File: config.mk
export PLATFORM = sky130hd
export DESIGN_NAME = csa_resolve_pipe
export DESIGN_NICKNAME = d
export VERILOG_FILES = /design/src/rtl/csa_pkg.sv /design/src/rtl/cpa_slice.sv /design/src/rtl/csa_resolve_pipe.sv
export SDC_FILE = /design/constraint.sdc
export NUM_CORES = 1
export LEC_CHECK = 0
export BUFFER_PORTS_ARGS = -buffer_cell sky130_fd_sc_hd__buf_2
export CAP_MARGIN = 5
export CORE_ASPECT_RATIO = 1.2
export CORE_UTILIZATION = 40
export DETAILED_ROUTE_END_ITERATION = 10
export REMOVE_ABC_BUFFERS = 1
export SYNTH_ARGS = -nofsm -noshare
export SYNTH_HDL_FRONTEND = slang
export SYNTH_SLANG_ARGS = --single-unit
File: constraint.sdc
create_clock -name clk -period 4.45 [get_ports clk]
set_input_delay 0.89 -clock clk [delete_from_list [all_inputs] [get_ports clk]]
set_output_delay 0.89 -clock clk [all_outputs]
set_load 0.03 [all_outputs]
File: src/rtl/csa_pkg.sv
// Shared constants and helpers for the carry-save compressor and the
// carry-propagate resolver of the GEMV accumulation path.
//   S_WIDTH : width of the redundant sum vector
//   C_WIDTH : width of the redundant carry vector (>= S_WIDTH)
//   R_WIDTH : width of the resolved binary total
//   SLICE   : bits resolved per pipeline stage
//   NSTAGE  : number of resolver stages, ceil(R_WIDTH / SLICE)
package csa_pkg;

  localparam int S_WIDTH = 22;
  localparam int C_WIDTH = 23;
  localparam int R_WIDTH = C_WIDTH + 1;
  localparam int SLICE   = 8;

  function automatic int calc_nstage(input int r_width, input int slice);
    return (r_width + slice - 1) / slice;
  endfunction

  localparam int NSTAGE = calc_nstage(R_WIDTH, SLICE);

  // Lowest result bit resolved by stage k.
  function automatic int slice_lo(input int k);
    return k * SLICE;
  endfunction

  // Bits resolved by stage k; only the top stage can be narrower than SLICE.
  function automatic int slice_width(input int k);
    int remaining;
    remaining = R_WIDTH - k * SLICE;
    return (remaining < SLICE) ? remaining : SLICE;
  endfunction

endpackage

File: src/rtl/cpa_slice.sv
// Combinational W-bit ripple slice of the carry-propagate adder.
//   a, b : operand slices
//   cin  : carry from the previous slice
//   sum  : W-bit slice result
//   cout : carry into the next slice
module cpa_slice
  import csa_pkg::*;
#(
  parameter int W = SLICE
) (
  input  logic [W-1:0] a,
  input  logic [W-1:0] b,
  input  logic         cin,
  output logic [W-1:0] sum,
  output logic         cout
);

  assign {cout, sum} = {1'b0, a} + {1'b0, b} + {{W{1'b0}}, cin};

endmodule

File: src/rtl/csa_resolve_pipe.sv
// Pipelined carry-propagate resolver: turns the CSA sum/carry pair into a
// binary total, one SLICE-bit slice per stage with the carry registered
// between stages. Valid/ready on both sides with global-stall back-pressure.
//   clk, rst            : clock, asynchronous active-high reset
//   in_valid / in_ready : input handshake (in_ready = ~stall, combinational)
//   in_s, in_c          : redundant sum / carry vectors, unsigned
//   out_valid/out_ready : output handshake
//   out_sum             : registered in_s + in_c, exact
module csa_resolve_pipe
  import csa_pkg::*;
(
  input  logic               clk,
  input  logic               rst,
  input  logic               in_valid,
  output logic               in_ready,
  input  logic [S_WIDTH-1:0] in_s,
  input  logic [C_WIDTH-1:0] in_c,
  output logic               out_valid,
  input  logic               out_ready,
  output logic [R_WIDTH-1:0] out_sum
);

  // Skew registers keep operands shifted down so each stage always adds the
  // low bits of what it receives.
  localparam int SKEW_W = R_WIDTH - SLICE;

  logic              stall;
  logic              advance;
  logic [NSTAGE-1:0] valid_q;
  logic [R_WIDTH-1:0] res_q   [NSTAGE];
  logic [SKEW_W-1:0]  a_q     [NSTAGE-1];
  logic [SKEW_W-1:0]  b_q     [NSTAGE-1];
  logic               carry_q [NSTAGE-1];

  assign stall     = valid_q[NSTAGE-1] & ~out_ready;
  assign advance   = ~stall;
  assign in_ready  = advance;
  assign out_valid = valid_q[NSTAGE-1];
  assign out_sum   = res_q[NSTAGE-1];

  // Bubbles shift along with real data; nothing is collapsed under stall.
  // NOTE: sequential state uses non-blocking assignments so every register
  // samples pre-edge values, whatever the statement order.
  always_ff @(posedge clk or posedge rst) begin
    if (rst) begin
      valid_q <= '0;
    end else if (advance) begin
      valid_q <= {valid_q[NSTAGE-2:0], in_valid};
    end
  end

  for (genvar k = 0; k < NSTAGE; k++) begin : g_stage
    localparam int LO = slice_lo(k);
    localparam int W  = slice_width(k);

    logic [R_WIDTH-1:0] a_src;
    logic [R_WIDTH-1:0] b_src;
    logic [R_WIDTH-1:0] res_src;
    logic [R_WIDTH-1:0] res_nxt;
    logic               cin;
    logic               src_valid;
    logic [W-1:0]       sum;
    logic               cout;

    if (k == 0) begin : g_first
      assign a_src     = R_WIDTH'(in_s);
      assign b_src     = R_WIDTH'(in_c);
      assign res_src   = '0;
      assign cin       = 1'b0;
      assign src_valid = in_valid;
    end else begin : g_rest
      assign a_src     = {{SLICE{1'b0}}, a_q[k-1]};
      assign b_src     = {{SLICE{1'b0}}, b_q[k-1]};
      assign res_src   = res_q[k-1];
      assign cin       = carry_q[k-1];
      assign src_valid = valid_q[k-1];
    end

    cpa_slice #(.W(W)) u_slice (
      .a   (a_src[W-1:0]),
      .b   (b_src[W-1:0]),
      .cin (cin),
      .sum (sum),
      .cout(cout)
    );

    // NOTE: the default copy comes first so every bit is assigned on every
    // pass and no latch is inferred.
    always_comb begin
      res_nxt          = res_src;
      res_nxt[LO +: W] = sum;
    end

    // Data only moves with a valid token, so bubbles leave the last result
    // in place instead of loading whatever sits on the bus.
    // NOTE: data registers are reset too, so out_sum reads 0 after reset
    // and no stale partial result survives a mid-stream reset.
    always_ff @(posedge clk or posedge rst) begin
      if (rst) begin
        res_q[k] <= '0;
      end else if (advance && src_valid) begin
        res_q[k] <= res_nxt;
      end
    end

    if (k < NSTAGE - 1) begin : g_skew
      always_ff @(posedge clk or posedge rst) begin
        if (rst) begin
          a_q[k]     <= '0;
          b_q[k]     <= '0;
          carry_q[k] <= 1'b0;
        end else if (advance && src_valid) begin
          a_q[k]     <= a_src[R_WIDTH-1:SLICE];
          b_q[k]     <= b_src[R_WIDTH-1:SLICE];
          carry_q[k] <= cout;
        end
      end
    end else begin : g_top
      // The top slice consumes the last operand bits; its carry-out is
      // always 0 because the total fits in R_WIDTH bits.
      logic [R_WIDTH-W-1:0] unused_a_hi;
      logic [R_WIDTH-W-1:0] unused_b_hi;
      logic                 unused_cout;
      assign unused_a_hi = a_src[R_WIDTH-1:W];
      assign unused_b_hi = b_src[R_WIDTH-1:W];
      assign unused_cout = cout;
    end
  end

endmodule

==> flow_summary_export.csv, run 1 <==
group,metric,value,unit
power,finalPower,3.75,mW
final_layout,fin_cells,583,
die,fp.dieW,99.6,µm
placement,portBuffers,74,
logic_synthesis,ys_ff_latch,95,
sta,fmax,0.383,GHz
placement,dpl.cell_count,567,
logic_synthesis,synthAdderAreaFrac,0.0767,
critical_path,worstPathCellList,"buf_2, nor2b_4, clkinv_4, buf_2",
cts,path_clk_slew,0.07,ns
logic_synthesis,synth-async-reset-ratio,1.00,
die,core_area,11100,µm²
placement,place_ws,1.52,ns
logic_synthesis,synth_top_family_by_area,"multiplexers",
final_layout,final_nets,498,
critical_path,max_stage_delay,0.29,ns
cts,cts_tree,"done",
critical_path,cp_max_fo,15,
critical_path,r2r_end,"g_stage[2].cin",
logic_synthesis,synth_edf_count,0,
logic_synthesis,synthCells,350,
critical_path,crit_path_start_kind,"input pin",
detailed_routing,wirelength,8650,µm
final_layout,multi_input_area,2060,µm²
die,dieArea,11900,µm²
final_layout,final-seq-area,2380,µm²
logic_synthesis,seq_area_frac_synth,0.520,
power,peakVddDrop,0.000261,V
critical_path,path_depth,4,
logic_synthesis,synth_compound_area_frac,0.109,
grt,antenna_found_initial,0,
sta,fin_ws,1.84,ns
cts,cts_max_level,3,
sta,tns,0,ns
die,io_pins,75,
logic_synthesis,synthFlopType,"dfrtp_1",
detailed_routing,vias,2961,
sta,max-slew-margin-rel,0.319,
power,p_leak,2.44,nW
placement,place_congestion,0.746,
hold_path,hp-class,"register to register",
sta,min_period,2.61,ns
critical_path,worstSetupPathType,"input pin to primary output",
cts,cts_setup_buffers,0,
status,status,"completed",
sta,clock-skew-final,0.00417,ns
power,power_per_cell_area,700,nW/µm²
sta,fin_crit_sh,0.586,
final_layout,antenna_cells,0,
logic_synthesis,ys_types,48,
detailed_routing,first_pass_iters,4,
final_layout,fin_area,5360,µm²
detailed_routing,drc,0,
final_layout,utilization,0.483,
cts,ctsHoldBuffers,0,
cts,clk_path_buf_depth,2,
sta,setup_viol,0,
grt,grt_usage,0.161,
critical_path,cp.arrival,1.72,ns
detailed_routing,drt-initial-drc-count,115,
final_layout,layout-drive-gt1-share,0.399,
critical_path,reg2reg_depth,6,
cts,cts_sinks,95,
critical_path,rr_startpoint,"a_q[16]",
critical_path,ff2ff_setup_slack,1.94,ns
sta,slew_viol_final,0,
logic_synthesis,synth-xor-area-share,0.0153,
job,drv_cap,0,
critical_path,critPathCaptureType,"primary output",
sta,rsz0062_at_grt,"no",
critical_path,endpoint,"in_ready",
logic_synthesis,synthSimpleGateAreaFrac,0.0709,
critical_path,crit_family,"buffers and inverters",
critical_path,crit_path_start,"out_ready",
cts,cts_buffers,9,
final_layout,fill_cells,1045,
detailed_routing,via_per_inst,5.08,
logic_synthesis,syn_area,4570,µm²
critical_path,worst_path_max_delay_cell,"nor2b_4",
final_layout,syn_to_final_growth,17.3,%
sta,fin_hold_ws,0.477,ns
placement,placed_area,5050,µm²
detailed_routing,ant_nets,0,
logic_synthesis,synth_area_per_cell,13.1,µm²
cts,worstSkewPairLatency,0.34,ns
critical_path,crit_top_cell,"buf_2",
cts,post_cts_resized,0,
die,die_h,119,µm
critical_path,crit_buf_inv,3,
die,row_count,42,
placement,dpl.hpwl,6200,µm
logic_synthesis,muxShareOfSynthArea,0.177,
die,start_util,0.412,
grt,grt_pass1_wl,14900,µm
sta,worst_pin_slew,1.02,ns
critical_path,required,3.56,ns
grt,grt-ovfl-total,0,
logic_synthesis,yosys_warnings,0,
detailed_routing,wire_per_inst,14.8,µm
sta,finalHoldViolations,0,
grt,grt_pass1_vias,3078,
grt,grt_max_degree,59,
cts,root_buffer,"clkbuf_16",
## placed cells by master (no fill, tap or decap), drive strengths merged, types with 2 or more instances in the layout
cell type / Yosys / routed
dfrtp: 95 / 95
o21a: 4 / 4
o31ai: 2 / 2
a21oi: 8 / 8
o311a: 2 / 2
a21o: 6 / 6
xnor2: 2 / 2
o221a: 2 / 2
ha: 20 / 20
o211ai: 2 / 2
xor2: 6 / 6
o21ai: 24 / 24
nor2b: 3 / 3
a211o: 3 / 3
nand2: 16 / 16
nand3: 3 / 3
or4: 2 / 2
inv: 7 / 7
and2: 2 / 2
nor2: 9 / 9
o31a: 2 / 2
clkinv: 1 / 5
o21bai: 4 / 4
nor3: 5 / 5
nand2b: 5 / 5
mux2: 71 / 71
clkbuf: 0 / 10
o311ai: 2 / 2
a211oi: 7 / 7
buf: 13 / 76
nand4b: 6 / 6
fa: 5 / 5
## worst reg2reg max path, delay by kind of cell (launching register included)
kind	cells	cell delay (ns)
fa+ha+maj	2	0.97
compound gates	3	0.91
flops	1	0.40
simple gates	1	0.09
## layer usage
metal / GRT usage / part of all wire / routed length, µm
met3: 0.0340 / 0.042 / 362
met1: 0.211 / 0.46 / 3990
met2: 0.260 / 0.48 / 4140
met5: 0 / 0 / 0
met4: 0.0662 / 0.018 / 155
## logic make-up after synthesis
group | Yosys count
DFF | 95
AOI/OAI and AO/OA | 73
muxes | 72
and+or+nand+nor | 56
adders and majority gates | 25
buffers and inverters | 21
xor gates and xnor gates | 8
## cell usage after synthesis, drive strengths merged, types with 3 or more instances
cell type | number | area, µm²
nand3 | 3 | 15.0
nand2b | 5 | 31.3
nand4b | 6 | 52.6
o21ai | 24 | 120
nor3 | 5 | 25.0
o21bai | 4 | 30.0
mux2 | 71 | 800
buf | 13 | 103
nor2 | 9 | 36.3
nor2b | 3 | 33.8
ha | 20 | 250
inv | 7 | 26.3
a211oi | 7 | 52.6
a21o | 6 | 45.0
o21a | 4 | 30.0
xor2 | 6 | 52.6
a211o | 3 | 26.3
dfrtp | 95 | 2380
fa | 5 | 100
a21oi | 8 | 40.0
nand2 | 16 | 62.6
## report_power, final
group | total (mW) | switching, mW | internal (mW)
combinational | 1.55 | 0.836 | 0.710
clock | 0.782 | 0.328 | 0.454
sequential | 1.42 | 0.206 | 1.22
total | 3.75 | 1.37 | 2.38
## how the worst min path moves through the flow
stage,startpoint,end,slack [ns],cells past startpoint
2_1_floorplan,g_stage[1].res_src[6],g_stage[1].res_src[6],0.44,2
3_3_place_gp,out_sum[17],out_sum[17],0.46,2
3_5_place_dp,out_sum[20],out_sum[20],0.47,1
4_1_cts,out_sum[20],out_sum[20],0.49,1
5_1_grt,g_stage[2].res_src[10],g_stage[2].res_src[10],0.50,2
6_report,out_sum[18],out_sum[18],0.48,2
## cell type report
| type | instances | area share |
|---|---|---|
| multi-input cells | 234 | 0.384 |
| inverters | 8 | 0.00677 |
| clock buffers | 10 | 0.0446 |
| repair buffers | 76 | 0.0719 |
| clock inverters | 6 | 0.0128 |
| well taps | 154 | 0.0360 |
| flip-flops and latches | 95 | 0.444 |
## flip-flops by register name, summed over array words and instances, names as in the netlist
name	flops
g_stage.res_src	24
out_sum	24
b_q	22
a_q	20
valid_q	3
g_stage.cin	2
Note: power is estimated with default switching activity, not from simulation.
==> run 2: changes to the inputs <==
==> constraint.sdc (replaced) <==
create_clock -name clk -period 2.1 [get_ports clk]
set_input_delay 0.42 -clock clk [delete_from_list [all_inputs] [get_ports clk]]
set_output_delay 0.42 -clock clk [all_outputs]
set_load 0.03 [all_outputs]
==> flow_summary_export.csv, run 2 (synthesized netlist as in run 1, its figures left out) <==
group,metric,value,unit
final_layout,layout-drive-gt1-share,0.446,
placement,placed_area,5170,µm²
critical_path,critPathCaptureType,"register",
detailed_routing,drt-initial-drc-count,136,
cts,path_clk_slew,0.06,ns
sta,max-slew-margin-rel,0.727,
sta,min_period,2.08,ns
final_layout,syn_to_final_growth,21.2,%
sta,finalHoldViolations,0,
job,drv_cap,0,
placement,place_ws,-0.290,ns
power,pwr-share-clk,0.192,
die,fp.dieW,99.6,µm
cts,worstSkewPairLatency,0.34,ns
power,switching_power,2.95,mW
grt,grt_max_degree,67,
grt,antenna_found_initial,0,
cts,clk_path_buf_depth,2,
status,status,"completed",
die,die_h,119,µm
hold_path,hp-class,"input pin to async pin",
power,peakVddDrop,0.000506,V
critical_path,cp_max_fo,3,
die,core_area,11100,µm²
power,internal_power,5.21,mW
placement,place_congestion,0.779,
sta,worst_pin_slew,0.405,ns
grt,use_met3,0.0329,
cts,root_buffer,"clkbuf_16",
final_layout,utilization,0.499,
detailed_routing,ant_nets,0,
cts,cts_tree,"done",
cts,ctsHoldBuffers,0,
sta,fin_crit_sh,0.993,
placement,dpl.hpwl,6390,µm
cts,cts_sinks,95,
grt,grt-ovfl-total,0,
cts,cts_max_level,3,
grt,grt_use_met2,0.273,
detailed_routing,via_per_inst,5.10,
critical_path,crit_path_start_kind,"register",
final_layout,antenna_cells,0,
grt,grt_pass1_wl,15000,µm
sta,tns,0,ns
sta,slew_viol_final,0,
grt,gr-max-usage-layer,"met2",
power,p_seq_frac,0.367,
detailed_routing,drc,0,
die,io_pins,75,
critical_path,required,2.32,ns
die,row_count,42,
final_layout,layout_commonest_cell,"dfrtp_1",
detailed_routing,wirelength,8810,µm
power,power_per_cell_area,1470,nW/µm²
power,finalPower,8.16,mW
sta,setup_viol,0,
final_layout,final_cell_mix,"dfrtp_1, buf_2, mux2_2",
die,start_util,0.412,
grt,grt_usage,0.165,
cts,cts_buffers,9,
die,dieArea,11900,µm²
grt,grt_pass1_vias,3193,
sta,clock-skew-final,0.00786,ns
detailed_routing,wire_per_inst,14.7,µm
critical_path,worstSetupPathType,"register to register",
sta,fmax,0.480,GHz
detailed_routing,first_pass_iters,4,
sta,rsz0062_at_grt,"yes",
placement,portBuffers,74,
power,p_leak,2.53,nW
grt,grt_util_met1,0.204,
detailed_routing,vias,3059,
final_layout,final_nets,516,
power,power_frac_comb,0.441,
critical_path,cp.arrival,2.31,ns
sta,fin_ws,0.0152,ns
power,swShare,0.362,
final_layout,fin_area,5540,µm²
-- run 2: cell types whose count changed in the layout (fill, tap and decap cells not counted), sizes merged --
cell | previous run | this run
buf | 76 | 94
clkbuf | 10 | 11
clkinv | 5 | 4
inv | 7 | 6
-- run 2: worst max-delay path: stages (launching register included) --
cell and delay [ns]:
dfrtp_1 0.40, fa_2 0.44, fa_2 0.38, a211oi_2 0.25, o21ai_2 0.13, a2111oi_4 0.30
nor3_1 0.08
-- run 2: path summary, 6_finish.rpt --
| kind | startpoint | end | slack (ns) | cells past startpoint |
|---|---|---|---|---|
| worst max-delay path | g_stage[1].cin | g_stage[2].cin | 0.02 | 6 |
| worst min-delay path | rst | g_stage[2].res_src[1] | 0.15 | 3 |
| worst max register to register | g_stage[1].cin | g_stage[2].cin | 0.02 | 6 |
| worst min register to register | g_stage[1].res_src[4] | g_stage[1].res_src[4] | 0.48 | 2 |
| max in group asynchronous | rst | out_sum[9] | 1.65 | 3 |
| min in group clk | in_c[12] | b_q[20] | 0.30 | 2 |
-- run 2: layer usage --
layer  part of all wire  wire [µm]  up-vias
met5                  0          0        -
met4              0.021        187        0
met3              0.038        331       10
met2               0.50       4370       68
met1               0.44       3920     1519
li1                   -          -     1462
-- run 2: through the flow --
stage / hold slack, ns / cells
floorplan: 0.445 / 337
global placement: 0.460 / 582
detailed placement: 0.470 / 582
CTS: 0.152 / 597
global route: 0.180 / 600
finish: 0.148 / 600
-- run 2: power by group through the flow --
| stage | registers (mW) | clock network (mW) | logic (mW) |
|---|---|---|---|
| global placement | 3.02 | 0 | 3.38 |
| CTS | 3.01 | 1.61 | 3.50 |
| floorplan | 3.39 | 0 | 2.10 |
| finish | 2.99 | 1.56 | 3.60 |
| global route | 3.11 | 1.69 | 3.98 |
| detailed placement | 3.03 | 0 | 3.45 |
-- run 2: cell type report --
| class | count | area, µm² |
|---|---|---|
| Inverter | 8 | 36.3 |
| Sequential cell | 95 | 2380 |
| Tap cell | 154 | 193 |
| Timing Repair Buffer | 94 | 533 |
| Clock buffer | 11 | 233 |
| Clock inverter | 4 | 47.5 |
| Fill cell | 1016 | 5550 |
| Multi-Input combinational cell | 234 | 2120 |
-- run 2: what timing repair did --
item,CTS,global route
pin swaps,2,8
resized for setup,7,9
buffers inserted,0,3
endpoints found under the setup margin,4,5
